<file path="src/rtl/spi_audit_pkg.sv">
// Shared types and constants for the SPI frame auditor.
//   state_t     : receiver FSM states
//   err_code_t  : frame error classification
//   ST_*        : status word field positions, counted from the MSB
package spi_audit_pkg;

  typedef enum logic [1:0] {
    WAIT_IDLE = 2'd0,
    IDLE      = 2'd1,
    RECV      = 2'd2,
    CHECK     = 2'd3
  } state_t;

  typedef enum logic [1:0] {
    ERR_NONE = 2'd0,
    ERR_LEN  = 2'd1,
    ERR_CSUM = 2'd2
  } err_code_t;

  localparam int ST_OK_FROM_MSB   = 0;
  localparam int ST_OVER_FROM_MSB = 1;
  localparam int ST_FLAG_BITS     = 2;

endpackage

</file>
<file path="src/rtl/spi_edge_sync.sv">
// Synchroniser for one asynchronous pin with optional edge detection.
//   i_clk, i_rst : system clock, synchronous active-high reset
//   i_pin        : asynchronous input
//   o_level      : synchronised level (SYNC_STAGES flops)
//   o_rise/o_fall: registered one-cycle edge pulses (0 when EDGE_DET=0)
module spi_edge_sync #(
  parameter int SYNC_STAGES = 2,
  parameter bit EDGE_DET    = 1'b1
) (
  input  logic i_clk,
  input  logic i_rst,
  input  logic i_pin,
  output logic o_level,
  output logic o_rise,
  output logic o_fall
);

  logic [SYNC_STAGES-1:0] r_sync;
  logic                   w_level;

  always_ff @(posedge i_clk) begin
    if (i_rst) begin
      r_sync <= '0;
    end else begin
      r_sync[0] <= i_pin;
      for (int k = 1; k < SYNC_STAGES; k++) r_sync[k] <= r_sync[k-1];
    end
  end

  assign w_level = r_sync[SYNC_STAGES-1];
  assign o_level = w_level;

  if (EDGE_DET) begin : g_edge
    logic r_prev, r_rise, r_fall;
    always_ff @(posedge i_clk) begin
      if (i_rst) begin
        r_prev <= 1'b0;
        r_rise <= 1'b0;
        r_fall <= 1'b0;
      end else begin
        r_prev <= w_level;
        r_rise <= w_level & ~r_prev;
        r_fall <= ~w_level & r_prev;
      end
    end
    assign o_rise = r_rise;
    assign o_fall = r_fall;
  end else begin : g_level
    assign o_rise = 1'b0;
    assign o_fall = 1'b0;
  end

endmodule

</file>
<file path="src/rtl/spi_frame_auditor.sv">
// SPI mode-0 slave frame receiver and integrity auditor.
// Receives N_WORDS words of DATA_W bits (last word is an XOR checksum),
// validates length and checksum on CS release, latches good payloads and
// returns a status word on MISO during the following frame.
//   clk_in, rst          : system clock, synchronous active-high reset
//   spi_cs/sck/mosi      : asynchronous SPI pins from the master
//   spi_miso             : status word, 0 outside RECV
//   frame_data           : last good payload, word 0 in the MSBs
//   frame_valid          : one-cycle pulse when frame_data updates
//   integrity_ok/err_code: result of the last completed frame
//   ok_count/err_count   : saturating frame counters
//   over_thresh          : hysteresis flag on payload word 0
//   led                  : active low {!integrity_ok, !over_thresh}
//
// state     | meaning
// WAIT_IDLE | after reset, wait for CS high so a partial frame is not audited
// IDLE      | CS high, waiting for CS fall
// RECV      | CS low, shifting bits in and status out
// CHECK     | one cycle, classify the frame and update results
module spi_frame_auditor
  import spi_audit_pkg::*;
#(
  parameter int DATA_W      = 8,
  parameter int N_WORDS     = 3,
  parameter int SYNC_STAGES = 2,
  parameter int THRESH_HI   = 30,
  parameter int THRESH_LO   = 28,
  parameter int CNT_W       = 8
) (
  input  logic                          clk_in,
  input  logic                          rst,
  input  logic                          spi_cs,
  input  logic                          spi_sck,
  input  logic                          spi_mosi,
  output logic                          spi_miso,
  output logic [(N_WORDS-1)*DATA_W-1:0] frame_data,
  output logic                          frame_valid,
  output logic                          integrity_ok,
  output logic [1:0]                    err_code,
  output logic [CNT_W-1:0]              ok_count,
  output logic [CNT_W-1:0]              err_count,
  output logic                          over_thresh,
  output logic [1:0]                    led
);

  localparam int TOTAL_BITS = N_WORDS * DATA_W;
  localparam int PAY_W      = (N_WORDS - 1) * DATA_W;
  localparam int BC_W       = $clog2(TOTAL_BITS + 2);
  localparam int WB_W       = (DATA_W > 1) ? $clog2(DATA_W) : 1;
  localparam int WI_W       = $clog2(N_WORDS + 1);

  localparam logic [BC_W-1:0]   BC_FULL = BC_W'(TOTAL_BITS);
  localparam logic [BC_W-1:0]   BC_SAT  = BC_W'(TOTAL_BITS + 1);
  localparam logic [WB_W-1:0]   WB_LAST = WB_W'(DATA_W - 1);
  localparam logic [WI_W-1:0]   WI_MAX  = WI_W'(N_WORDS);
  localparam logic [DATA_W-1:0] TH_HI   = DATA_W'(THRESH_HI);
  localparam logic [DATA_W-1:0] TH_LO   = DATA_W'(THRESH_LO);

  logic w_cs_lvl, w_cs_rise, w_cs_fall;
  logic w_sck_lvl_unused, w_sck_rise, w_sck_fall;
  logic w_mosi, w_mosi_rise_unused, w_mosi_fall_unused;

  spi_edge_sync #(.SYNC_STAGES(SYNC_STAGES), .EDGE_DET(1'b1)) u_sync_cs (
    .i_clk(clk_in), .i_rst(rst), .i_pin(spi_cs),
    .o_level(w_cs_lvl), .o_rise(w_cs_rise), .o_fall(w_cs_fall)
  );

  spi_edge_sync #(.SYNC_STAGES(SYNC_STAGES), .EDGE_DET(1'b1)) u_sync_sck (
    .i_clk(clk_in), .i_rst(rst), .i_pin(spi_sck),
    .o_level(w_sck_lvl_unused), .o_rise(w_sck_rise), .o_fall(w_sck_fall)
  );

  spi_edge_sync #(.SYNC_STAGES(SYNC_STAGES), .EDGE_DET(1'b0)) u_sync_mosi (
    .i_clk(clk_in), .i_rst(rst), .i_pin(spi_mosi),
    .o_level(w_mosi), .o_rise(w_mosi_rise_unused), .o_fall(w_mosi_fall_unused)
  );

  state_t            r_state, w_state_nxt;
  logic              w_start, w_check, w_shift, w_tx_shift;
  logic [BC_W-1:0]   r_bit_cnt;
  logic [WB_W-1:0]   r_wbit;
  logic [WI_W-1:0]   r_widx;
  logic              r_ovf;
  logic [DATA_W-2:0] r_rx;
  logic [DATA_W-1:0] r_acc, r_tx, w_word, w_status, w_w0;
  logic [PAY_W-1:0]  r_stage, r_frame;
  logic              r_valid, r_ok, r_over;
  err_code_t         r_err;
  logic [CNT_W-1:0]  r_ok_cnt, r_err_cnt;

  always_ff @(posedge clk_in) begin
    if (rst) r_state <= WAIT_IDLE;
    else     r_state <= w_state_nxt;
  end

  always_comb begin
    w_state_nxt = r_state;
    w_start     = 1'b0;
    w_check     = 1'b0;
    unique case (r_state)
      WAIT_IDLE: if (w_cs_lvl) w_state_nxt = IDLE;
      IDLE: begin
        if (w_cs_fall) begin
          w_state_nxt = RECV;
          w_start     = 1'b1;
        end
      end
      RECV:  if (w_cs_rise) w_state_nxt = CHECK;
      CHECK: begin
        w_state_nxt = IDLE;
        w_check     = 1'b1;
      end
      default: w_state_nxt = WAIT_IDLE;
    endcase
  end

  // SCK edges coinciding with CS release belong to no frame
  assign w_shift    = (r_state == RECV) && w_sck_rise && !w_cs_rise;
  assign w_tx_shift = (r_state == RECV) && w_sck_fall && !w_cs_rise;
  assign w_word     = {r_rx, w_mosi};
  assign w_w0       = r_stage[PAY_W-1 -: DATA_W];

  always_comb begin
    w_status = '0;
    w_status[DATA_W-1-ST_OK_FROM_MSB]   = r_ok;
    w_status[DATA_W-1-ST_OVER_FROM_MSB] = r_over;
    w_status[DATA_W-ST_FLAG_BITS-1:0]   = r_err_cnt[DATA_W-ST_FLAG_BITS-1:0];
  end

  always_ff @(posedge clk_in) begin
    if (rst) begin
      r_bit_cnt <= '0;
      r_wbit    <= '0;
      r_widx    <= '0;
      r_ovf     <= 1'b0;
      r_rx      <= '0;
      r_acc     <= '0;
      r_tx      <= '0;
      r_stage   <= '0;
      r_frame   <= '0;
      r_valid   <= 1'b0;
      r_ok      <= 1'b0;
      r_over    <= 1'b0;
      r_err     <= ERR_NONE;
      r_ok_cnt  <= '0;
      r_err_cnt <= '0;
    end else begin
      r_valid <= 1'b0;
      if (w_start) begin
        r_bit_cnt <= '0;
        r_wbit    <= '0;
        r_widx    <= '0;
        r_acc     <= '0;
        r_ovf     <= 1'b0;
        r_tx      <= w_status;
      end
      if (w_shift) begin
        r_rx <= w_word[DATA_W-2:0];
        if (r_bit_cnt != BC_SAT) begin
          r_bit_cnt <= r_bit_cnt + 1'b1;
          if (r_bit_cnt == BC_FULL) r_ovf <= 1'b1;
        end
        if (r_wbit == WB_LAST) begin
          r_wbit <= '0;
          r_acc  <= r_acc ^ w_word;
          for (int k = 0; k < N_WORDS - 1; k++)
            if (r_widx == WI_W'(k)) r_stage[(N_WORDS-2-k)*DATA_W +: DATA_W] <= w_word;
          if (r_widx != WI_MAX) r_widx <= r_widx + 1'b1;
        end else begin
          r_wbit <= r_wbit + 1'b1;
        end
      end
      // rotating repeats the status word in every word slot
      if (w_tx_shift) r_tx <= {r_tx[DATA_W-2:0], r_tx[DATA_W-1]};
      if (w_check) begin
        if ((r_bit_cnt != BC_FULL) || r_ovf) begin
          r_err <= ERR_LEN;
          r_ok  <= 1'b0;
          if (r_err_cnt != '1) r_err_cnt <= r_err_cnt + 1'b1;
        end else if (r_acc != '0) begin
          r_err <= ERR_CSUM;
          r_ok  <= 1'b0;
          if (r_err_cnt != '1) r_err_cnt <= r_err_cnt + 1'b1;
        end else begin
          r_frame <= r_stage;
          r_valid <= 1'b1;
          r_ok    <= 1'b1;
          r_err   <= ERR_NONE;
          if (r_ok_cnt != '1) r_ok_cnt <= r_ok_cnt + 1'b1;
          if (w_w0 > TH_HI)      r_over <= 1'b1;
          else if (w_w0 < TH_LO) r_over <= 1'b0;
        end
      end
    end
  end

  assign spi_miso     = (r_state == RECV) ? r_tx[DATA_W-1] : 1'b0;
  assign frame_data   = r_frame;
  assign frame_valid  = r_valid;
  assign integrity_ok = r_ok;
  assign err_code     = r_err;
  assign ok_count     = r_ok_cnt;
  assign err_count    = r_err_cnt;
  assign over_thresh  = r_over;
  assign led          = {~r_ok, ~r_over};

endmodule

</file>
<file path="config.mk">
export PLATFORM = sky130hd
export DESIGN_NAME = spi_frame_auditor
export DESIGN_NICKNAME = d
export VERILOG_FILES = /design/src/rtl/spi_audit_pkg.sv /design/src/rtl/spi_edge_sync.sv /design/src/rtl/spi_frame_auditor.sv
export SDC_FILE = /design/constraint.sdc
export NUM_CORES = 1
export LEC_CHECK = 0
export ABC_AREA = 0
export CAP_MARGIN = 20
export CELL_PAD_IN_SITES_DETAIL_PLACEMENT = 1
export CELL_PAD_IN_SITES_GLOBAL_PLACEMENT = 1
export CORE_ASPECT_RATIO = 1.25
export CORE_MARGIN = 1
export CORE_UTILIZATION = 40
export CTS_CLUSTER_DIAMETER = 80
export DETAILED_ROUTE_END_ITERATION = 8
export PLACE_DENSITY_LB_ADDON = 0.1
export SYNTH_ARGS = -nofsm -noshare
export SYNTH_HDL_FRONTEND = slang
export SYNTH_SLANG_ARGS = --single-unit
</file>
<file path="constraint.sdc">
create_clock -name clk_in -period 2 [get_ports clk_in]
set_input_delay 0.4 -clock clk_in [delete_from_list [all_inputs] [get_ports clk_in]]
set_output_delay 0.4 -clock clk_in [all_outputs]
set_load 0.03 [all_outputs]
</file>
==> out/metrics.cfg <==
[worst_setup_path]
crit_fanout=3
cp-end-kind=output port
slowest_delay_ns=0.36
path_cells=inv_1, ha_1, and2_1, dlygate4sd2_1
critPathLaunchType=register
cpMaxStageDelayCell=dfxtp_1
timing.rr.end=err_count[2]$_SDFFE_PP0P_
ff2ff_path_depth=9
path_class=reg -> out
critPathRequiredTime_ns=1.60
critPathArrivalTime_ns=1.52
critPathLaunch=r_state[0]$_SDFFE_PP0P_
r2r-start=r_bit_cnt[0]$_SDFF_PP0_
r2r_slack_ns=0.10
critPathTopFamily=buffers and inverters
path_buf_inv=2

[route]
wirelength_um=10900
topRoutingLayerUsed=met4
drtPass1Iterations=4
vias=3758
wl_met1_um=5050
ant_nets=0
first_iter_violations=178
vias_per_cell=5.49
wl_met2_um=5400
drcViolationCount=0
wire_per_inst_um=16.0
wl_met3_um=229

[pwr]
total_power_mw=4.20
power.density_nw_per_um2=791
leakagePower_nw=1.87
ir_drop_mv=0.432

[clock_network]
cts_root_buf=clkbuf_16
htreeDepth=3
cts.hold.buffers_added=0
clk_latency_ns=0.34
cts_tree=done
clock-sinks=101
clk_pin_slew_worst_paths_ns=0.06
clock_path_buffers=2
cts_buffers=9

[synth]
synth-xor-area-share_pct=0.204
synth_top_family_by_area=simple AND/OR/NAND/NOR gates
synth-adder-area-share_pct=4.08
synthCells=503
muxShareOfSynthArea_pct=1.25
avgSynthCellArea_um2=8.53
synth.area.top_cells=dfxtp_1, a21oi_1, nand2_1
yosys.area_share.simple_pct=27.9
async_flop_share_pct=0
yosysSeqAreaShare_pct=47.1
synth_compound_area_share_pct=15.3
syn_area_um2=4290
synth_top_cell_area_share_pct=47.1
yosysUniqueCellTypes=46
ys_ff_latch=101
synthFlopType=dfxtp_1
synth_nets=522
yosysWarnings=0
yosysTopAreaCell=dfxtp_1
synth_edf_count=0

[final_layout]
nNetsFinal=569
drive_gt1_share_pct=9.91
final_util_pct=51.7
fill_cells=1225
multiInputGateArea_um2=2120
syn_to_final_growth_pct=23.7
final_cell_mix=dfxtp_1, nand2_1, a21oi_1, clkdlybuf4s50_1, nand3_1
stdcell_count=684
layout_commonest_cell=dfxtp_1
antenna_cells=0
seqCellArea_um2=2020

[floorplanning]
start_util_pct=41.8
core.rowCount=41
ios=45
die_w_um=94.6
fp.dieH_um=118
core_area_um2=10300
dieArea_um2=11100

[worst_hold_path]
hp-class=reg -> reg
min-delay-start=u_sync_sck.r_sync[1]$_SDFF_PP0_
whs_path_depth=1
min_to=u_sync_sck.o_fall$_SDFF_PP0_

[global_routing]
grt_max_degree=50
overflow=0
grt_pass1_vias=3910
grt_util_all_layers_pct=21.2
antenna_found_initial=0
grt_first_pass_wirelength_um=18700

[sta]
fmax_ghz=0.520
finalWorstSetupSlack_ns=0.0754
rsz0062_at_grt=no
slew_headroom_pct=69.3
clock_skew_ns=0.00956
hold_viol=0
period_needed_ns=1.92
setup_viol_count_final=0
timing.final.crit_share_pct=96.2
fin_tns_setup_ns=0
drv_slew=0
worst_slew_pin_slew_ns=0.460

[placed_design]
dp_cells=667
io_buffers=44
dp_hpwl_um=7690
pre_cts_slack_ns=0.0792
place_congestion=0.748

[run_status]
outcome=complete, no violations

[job]
drv_cap=0

[metal layers]
metal	global-route usage, %	up-vias
met5	0	-
met4	8.43	0
met3	3.36	19
met2	35.4	52
met1	26.9	1825
li1	-	1862
[state kept, by name, summed over array words and instances, names as in the netlist, 2 cells and up]
name / count
r_acc: 8
frame_data: 16
err_code: 2
r_tx: 8
ok_count: 8
err_count: 8
u_sync_sck.r_sync: 2
u_sync_cs.r_sync: 2
u_sync_mosi.r_sync: 2
r_rx: 7
r_widx: 2
r_bit_cnt: 5
r_state: 2
r_stage: 16
r_wbit: 3
[cell type report]
class | instances | share of cell area [%]
inverter | 13 | 0.919
clock inverter | 5 | 1.11
timing repair buffer | 67 | 12.0
clock buffer | 11 | 4.76
sequential | 101 | 38.1
tap | 129 | 3.04
multi-input combinational | 358 | 40.0
[metrics by stage]
| step | cell area (µm²) | hold slack [ns] |
|---|---|---|
| global placement | 4950 | 0.401 |
| floorplan | 4290 | 0.383 |
| finish | 5310 | 0.410 |
| global route | 5310 | 0.425 |
| detailed placement | 4950 | 0.402 |
| CTS | 5260 | 0.412 |
[cells in the mapped netlist (2+ instances only)]
library cell	count
or3_1	6
dfxtp_1	101
o31ai_1	9
a211oi_1	3
mux2i_1	2
o21ai_1	2
nor4_4	2
clkbuf_1	23
nand4b_1	3
and3_1	3
nand3_1	31
and4b_1	2
buf_1	3
nor2b_1	15
a311oi_1	10
ha_1	14
nand2_1	88
o21ai_0	11
nor2_1	28
and2_1	3
nand2b_1	3
a21oi_1	69
nor3_1	7
o211ai_1	2
nor3b_1	2
nand4_1	7
a31oi_1	2
or4_1	5
mux2_1	3
inv_1	13
buf_2	4
nor4_1	3
nand3b_1	11
[worst max path at each step]
stage | end | slack (ns) | cells past startpoint
2_1_floorplan | ok_count[4]$_SDFFE_PP0P_ | 0.09 | 6
3_3_place_gp | err_count[5]$_SDFFE_PP0P_ | 0.17 | 7
3_5_place_dp | err_count[5]$_SDFFE_PP0P_ | 0.08 | 7
4_1_cts | r_tx[3]$_SDFFE_PP0P_ | 0.03 | 7
5_1_grt | err_count[4]$_SDFFE_PP0P_ | 0.005 | 9
6_report | spi_miso | 0.08 | 4
[timing repair]
action,CTS,global route
buffers inserted,0,1
endpoints found under the setup margin,1,14
hold endpoints to repair,0,0
pin swaps,0,2
gates resized for setup,1,11
[logic make-up (layout without fill, tap and decap cells)]
| family | count (synthesis) | in the layout |
|---|---|---|
| AO/OA/AOI/OAI | 113 | 113 |
| XOR/XNOR | 1 | 1 |
| adder cells (fa/ha/maj) | 14 | 14 |
| buffers and inverters | 44 | 96 |
| flip-flops | 101 | 101 |
| multiplexers | 5 | 5 |
| AND/OR/NAND/NOR | 225 | 225 |
[power breakdown]
group	switching, mW	internal, mW	total, mW
sequential	0.0268	2.04	2.07
combinational	0.197	0.131	0.328
clock	0.764	1.04	1.80
total	0.988	3.21	4.20
No activity file was read; power rests on OpenSTA's default activity.
